File: src/rtl/hazard3_pmp_cfg_loader.sv
// ============================================================================
// hazard3_pmp_cfg_loader : boot-time PMP configuration sequencer fed from a table ROM
// Rev 1.0
// ============================================================================
`default_nettype none

module hazard3_pmp_cfg_loader #(
    parameter int TBL_DEPTH  = 16,
    parameter int W_TBL_ADDR = $clog2(TBL_DEPTH),
    parameter bit AUTO_START = 1'b1
) (
    input  logic                  clk,
    input  logic                  rst_n,
    input  logic                  start,
    output logic                  tbl_ren,
    output logic [W_TBL_ADDR-1:0] tbl_addr,
    input  logic [44:0]           tbl_rdata,
    output logic [11:0]           cfg_addr,
    output logic                  cfg_wen,
    output logic [31:0]           cfg_wdata,
    input  logic [31:0]           cfg_rdata,
    output logic                  busy,
    output logic                  done,
    output logic                  err,
    output logic [W_TBL_ADDR-1:0] err_idx
);

    typedef enum logic [2:0] {
        IDLE  = 3'd0,
        FETCH = 3'd1,
        RDATA = 3'd2,
        WRITE = 3'd3,
        CHECK = 3'd4,
        DONE  = 3'd5,
        ERROR = 3'd6
    } state_t;

    localparam logic [W_TBL_ADDR-1:0] LAST_IDX = W_TBL_ADDR'(TBL_DEPTH - 1);

    state_t                  state;
    state_t                  state_nxt;
    logic [W_TBL_ADDR-1:0]   index;
    logic [W_TBL_ADDR-1:0]   index_nxt;
    logic [W_TBL_ADDR-1:0]   err_idx_nxt;
    logic                    ent_load;
    logic                    ent_verify;
    logic [11:0]             ent_addr;
    logic [31:0]             ent_data;
    logic                    auto_pend;
    logic                    start_req;

    // auto_pend stands in for a start pulse during the first post-reset cycle
    assign start_req = start | auto_pend;

    always_ff @(posedge clk or negedge rst_n) begin
        if (!rst_n) begin
            state      <= IDLE;
            index      <= '0;
            err_idx    <= '0;
            auto_pend  <= AUTO_START;
            ent_verify <= 1'b0;
            ent_addr   <= '0;
            ent_data   <= '0;
        end else begin
            state     <= state_nxt;
            index     <= index_nxt;
            err_idx   <= err_idx_nxt;
            auto_pend <= 1'b0;
            if (ent_load) begin
                ent_verify <= tbl_rdata[44];
                ent_addr   <= tbl_rdata[43:32];
                ent_data   <= tbl_rdata[31:0];
            end
        end
    end

    always_comb begin
        state_nxt   = state;
        index_nxt   = index;
        err_idx_nxt = err_idx;
        ent_load    = 1'b0;
        tbl_ren     = 1'b0;
        tbl_addr    = '0;
        cfg_wen     = 1'b0;
        cfg_addr    = '0;
        cfg_wdata   = '0;
        busy        = 1'b0;
        done        = 1'b0;
        err         = 1'b0;

        case (state)
            IDLE, DONE, ERROR: begin
                done = (state == DONE);
                err  = (state == ERROR);
                if (start_req) begin
                    state_nxt = FETCH;
                    index_nxt = '0;
                end
            end
            FETCH: begin
                busy      = 1'b1;
                tbl_ren   = 1'b1;
                tbl_addr  = index;
                state_nxt = RDATA;
            end
            RDATA: begin
                busy = 1'b1;
                // A zero CSR address marks the end of the table
                if (tbl_rdata[43:32] == 12'h000) begin
                    state_nxt = DONE;
                end else begin
                    ent_load  = 1'b1;
                    state_nxt = WRITE;
                end
            end
            WRITE: begin
                busy      = 1'b1;
                cfg_wen   = 1'b1;
                cfg_addr  = ent_addr;
                cfg_wdata = ent_data;
                state_nxt = CHECK;
            end
            CHECK: begin
                busy      = 1'b1;
                cfg_addr  = ent_addr;
                cfg_wdata = ent_data;
                // Locked PMP entries drop writes silently; only verify can catch that
                if (ent_verify && (cfg_rdata != ent_data)) begin
                    state_nxt   = ERROR;
                    err_idx_nxt = index;
                end else if (index == LAST_IDX) begin
                    state_nxt = DONE;
                end else begin
                    index_nxt = index + W_TBL_ADDR'(1);
                    state_nxt = FETCH;
                end
            end
            default: begin
                state_nxt = IDLE;
            end
        endcase
    end

endmodule

`default_nettype wire

File: config.mk
export PLATFORM = sky130hd
export DESIGN_NAME = hazard3_pmp_cfg_loader
export DESIGN_NICKNAME = d
export VERILOG_FILES = /design/src/rtl/hazard3_pmp_cfg_loader.sv
export SDC_FILE = /design/constraint.sdc
export NUM_CORES = 1
export LEC_CHECK = 0
export CAP_MARGIN = 20
export CORE_AREA = 2 2 83 85
export DETAILED_ROUTE_END_ITERATION = 8
export DIE_AREA = 0 0 85 87
export DONT_BUFFER_PORTS = 1
export SYNTH_ARGS = -nofsm -noshare
export SYNTH_HDL_FRONTEND = slang
export SYNTH_SLANG_ARGS = --single-unit
File: constraint.sdc
create_clock -name clk -period 2.6 [get_ports clk]
set_clock_uncertainty 0.15 [all_clocks]
set_input_delay 0.13 -clock clk [delete_from_list [all_inputs] [get_ports clk]]
set_output_delay 0.13 -clock clk [all_outputs]
set_load 0.005 [all_outputs]
### Yosys cells after proc, flatten, opt, wreduce, memory -nomap -nowiden

Index checks and enable logic that the tools add are counted.

* register bits after elaboration: 57
* logic and storage cells: 48

* reduce and logical (&&, ||, !) cells: 9
* multiplexer cells: 19
* add/subtract/negate cells: 1
* bitwise gates (word level): 1
* equal/unequal tests: 11

Operators with widths (number)
* $mux 32: 1
* $ne 32x32->1: 1
* $mux 4: 4
* $pmux 3 s5: 1
* $logic_not 12->1: 1
* $mux 12: 1
* $mux 3: 4
* $eq 3x3->1 const B: 3
* $pmux 4 s2: 1
* $mux 1: 7
* $eq 3x2->1 const B: 2
* $ne 2x2->1 const B: 3
* $add 4x1->4 const B: 1
* $eq 4x4->1 const B: 1
* $reduce_and 4->1: 1
* $reduce_or 4->1: 1
* $eq 3x1->1 const B: 1
* $logic_not 3->1: 1
* $reduce_or 3->1: 1
* $reduce_and 2->1: 1
* $reduce_bool 2->1: 1
* $reduce_or 2->1: 1
* $logic_and 1x1->1: 1
* $or 1x1->1: 1

### Longest topological paths before layout

* word-level depth: 4
* mapped depth: 7
* gate-level depth less buffers: 6

### Worst setup path before layout

Ideal clock, no wire load.

* path kind: flip-flop to flip-flop
* start: register ent_data[3]
* end: register err_idx[0]
* arrival time: 1.598 ns
* data required time: 2.325 ns
* buffers on the path: 1
* slack: 0.727 ns
* setup time: 0.125 ns
* stages on the path, launching flop included: 7
* path through: dfrtp_1 -> xor2_1 -> nor4_2 -> nand4_1 -> o211ai_2 -> buf_6 -> mux2_2

* cells in the longest elaborated chain, start to end: 3

RTL lines
* start: declaration: RTL line 48 `logic [31:0] ent_data;`
* start signal: assignment: RTL line 72 `ent_data <= tbl_rdata[31:0];`
* $ne 32x32->1: RTL line 128 `if (ent_verify && (cfg_rdata != ent_data)) begin`
* $logic_and 1x1->1: RTL line 128
* $reduce_and 2->1 (no source line)
* end signal: assignment: RTL line 67 `err_idx <= err_idx_nxt;`
* end: declaration: RTL line 25 `output logic [W_TBL_ADDR-1:0] err_idx`

No other way between the ends.
A chain may end at the register's enable or synchronous reset.

### Worst setup path after layout

* start: register state[1]
* end: output cfg_wdata[7]

* cells in the longest elaborated chain, start to end: 3

RTL lines
* start: declaration: RTL line 40 `state_t state;`
* start signal: assignment: RTL line 65 `state <= state_nxt;`
* $eq 3x3->1 or $eq 3x2->1 (tied branches): RTL line 91 `case (state)`
* $reduce_or 2->1 (no source line) (*)
* $mux 32 (*): RTL line 91
* end: declaration: RTL line 20 `output logic [31:0] cfg_wdata,`

Mark *: on every way between the ends. The rest lies on a longest branch, timed or not.

==> impl_metrics.env <==
export IMPL_portBuffers=0
export IMPL_antenna_left=0
export IMPL_syn_area_per_cell_um2=11.7
export IMPL_r2r_cells=7
export IMPL_clock_latency_ps=330
export IMPL_fmax_mhz=435
export IMPL_fin_crit_ps=2300
export IMPL_first_pass_iters=4
export IMPL_drt_iter0_drc=92
export IMPL_power_uw=4090
export IMPL_layout_drive_gt1_share_pct=26.0
export IMPL_post_route_drc_count=0
export IMPL_yosysSeqAreaShare_pct=45.7
export IMPL_core_area_um2=6570
export IMPL_synth_flop_cell="dfrtp_1"
export IMPL_pwr_share_seq_pct=40.5
export IMPL_p_sw_share_pct=36.9
export IMPL_end_kind="primary output"
export IMPL_crit_fanout=44
export IMPL_relSlewSlack_pct=54.6
export IMPL_power_density_nw_per_um2=1060
export IMPL_num_antenna_cells=0
export IMPL_synthesis_nets=349
export IMPL_power_leakage_uw=0.00162
export IMPL_power_switching_uw=1510
export IMPL_fp_dieW_um=85
export IMPL_vias_per_cell=5.37
export IMPL_timing_rr_start="ent_data[31]"
export IMPL_numCtsBuffers=9
export IMPL_area_delta_synth_final_pct=23.3
export IMPL_dp_hpwl_mm=4.81
export IMPL_netlist_area_um2=3130
export IMPL_start_util_pct=47.6
export IMPL_crit_required_ps=2320
export IMPL_grt_use_total_pct=20.1
export IMPL_tns_ps=0
export IMPL_nNetsFinal=399
export IMPL_rsz0062_at_grt="false"
export IMPL_timing_rr_end="index[3]"
export IMPL_grt_max_degree=58
export IMPL_wl_per_cell_um=17.7
export IMPL_pwr_share_comb_pct=41.9
export IMPL_final_common_cell="dfrtp_1"
export IMPL_area_sequential_um2=1430
export IMPL_reg2reg_slack_ps=380
export IMPL_grt_pass1_wl_mm=11.5
export IMPL_outcome="completed"
export IMPL_htreeDepth=3
export IMPL_grt_overflow=0
export IMPL_die_h_um=87
export IMPL_min_path_type="input pin to register"
export IMPL_cts_reportedPaths_clkPinSlew_ps=70
export IMPL_crit_arrival_ps=2020
export IMPL_drv_cap=0
export IMPL_ys_ff_latch=57
export IMPL_setup_viol=0
export IMPL_multi_input_comb_area_um2=1600
export IMPL_gp_congestion=0.823
export IMPL_synth_cell_types=39
export IMPL_yosys_warnings=0
export IMPL_via_count=2165
export IMPL_p_clk_share_pct=17.6
export IMPL_critPathKind="register to primary output"
export IMPL_cts_sinks=57
export IMPL_critPathLaunchType="register"
export IMPL_clockBufferDepth=2
export IMPL_pin_count=137
export IMPL_critPathLaunch="state[1]"
export IMPL_cts_resized=0
export IMPL_synth_async_reset_ratio_pct=100
export IMPL_rows=30
export IMPL_hold_viol_final=0
export IMPL_synth_cells=268
export IMPL_synth_edff_count=0
export IMPL_layout_common_cells="dfrtp_1, mux2_2, and2_1, dlygate4sd3_1, xor2_1"
export IMPL_period_share_pct=88.5
export IMPL_worst_pin_slew_ps=676
export IMPL_cts_tree="done"
export IMPL_antenna_found_initial=0
export IMPL_die_area_um2=7400
export IMPL_vdd_drop_max_uv=569
export IMPL_worstSetupEndpoint="cfg_wdata[7]"
export IMPL_maxSlewViolCount=0
export IMPL_fillers=531
export IMPL_grt_pass1_vias=2310
export IMPL_wirelength_mm=7.12
export IMPL_internal_power_uw=2580
export IMPL_fin_worst_hold_slack_ps=17.8
export IMPL_clockRootBuffer="clkbuf_8"
[timing repair]
| action | CTS | global route |
|---|---|---|
| hold buffers | 48 | 0 |
| endpoints found under the hold margin | 103 | 0 |
| setup buffers | 0 | 0 |
[layer usage]
metal  up-vias  track usage, %  part of all wire (%)
met3        10            6.16                   7.8
met1      1043            25.2                    42
met5         -               0                     0
met2        92            32.4                    49
li1       1020               -                     -
met4         0            8.37                   1.4
[power by group through the flow]
stage               clock network [uW]  registers (uW)  logic (uW)
floorplan                            0            1550        1480
global placement                     0            1660        1640
detailed placement                   0            1670        1660
CTS                                743            1660        1740
global route                       777            1730        1900
finish                             718            1660        1710
[cell usage after synthesis, types with 2 or more instances]
cell	count	area share (%)
and2_1	47	9.4
mux2_2	48	17
o21ai_0	4	0.64
nor4_1	7	1.4
nor4_2	5	2.0
nor2_1	6	0.72
and3_1	3	0.60
dfrtp_1	56	45
and2_2	2	0.48
nand4_1	4	0.80
nor2b_1	2	0.40
nand2_1	7	0.84
nand3_1	2	0.32
inv_1	3	0.36
clkbuf_1	4	0.48
xor2_1	32	9.0
nand2b_4	2	0.88
nor3_1	3	0.48
nand3b_1	2	0.48
buf_4	7	1.7
a21oi_1	2	0.32
o2bb2ai_1	3	0.84
[stage by stage]
stage	util, %	setup WS [ps]	instance area (um^2)	instances
2_1_floorplan	-	727	3130	268
5_1_grt	58.7	143	3850	403
3_3_place_gp	48.5	381	3180	339
4_1_cts	58.7	260	3850	403
3_5_place_dp	48.5	358	3180	339
6_report	58.7	300	3850	403
[how the worst min path moves through the flow]
stage | startpoint | to | slack [ps] | cells after the start
2_1_floorplan | rst_n | ent_addr[0] | -320 | 0
3_3_place_gp | rst_n | ent_data[19] | -310 | 0
3_5_place_dp | rst_n | ent_data[18] | -310 | 0
4_1_cts | start | state[0] | 5 | 4
5_1_grt | start | state[0] | 60 | 4
6_report | start | state[0] | 20 | 4
[logic make-up after synthesis]
kind of cell | count (synthesis) | synth area share [%]
compound gates | 16 | 4.16
xor+xnor | 33 | 9.25
fa+ha+maj | 1 | 0.400
buf+inv | 16 | 3.04
flops | 57 | 45.7
mux | 48 | 17.3
other cells | 1 | 0.120
simple gates | 96 | 20.1
[worst max-delay path: stages (launching register included)]
cell and delay (ps):
dfrtp_1 500, nor2_1 200, and2_2 270, or2_1 120, buf_4 340, and2_1 240
[cell type report]
cell class	count	area share [%]
Timing Repair Buffer	52	14.0
Clock buffer	9	3.21
Sequential cell	57	37.0
Tap cell	80	2.60
Clock inverter	7	1.23
Inverter	3	0.292
Multi-Input combinational cell	195	41.6
[state kept, by name, indices dropped and copies added (netlist names)]
name        flops
auto_pend       1
ent_addr       12
ent_data       32
ent_verify      1
err_idx         4
index           4
state           3
No activity file was read; power rests on OpenSTA's default activity.
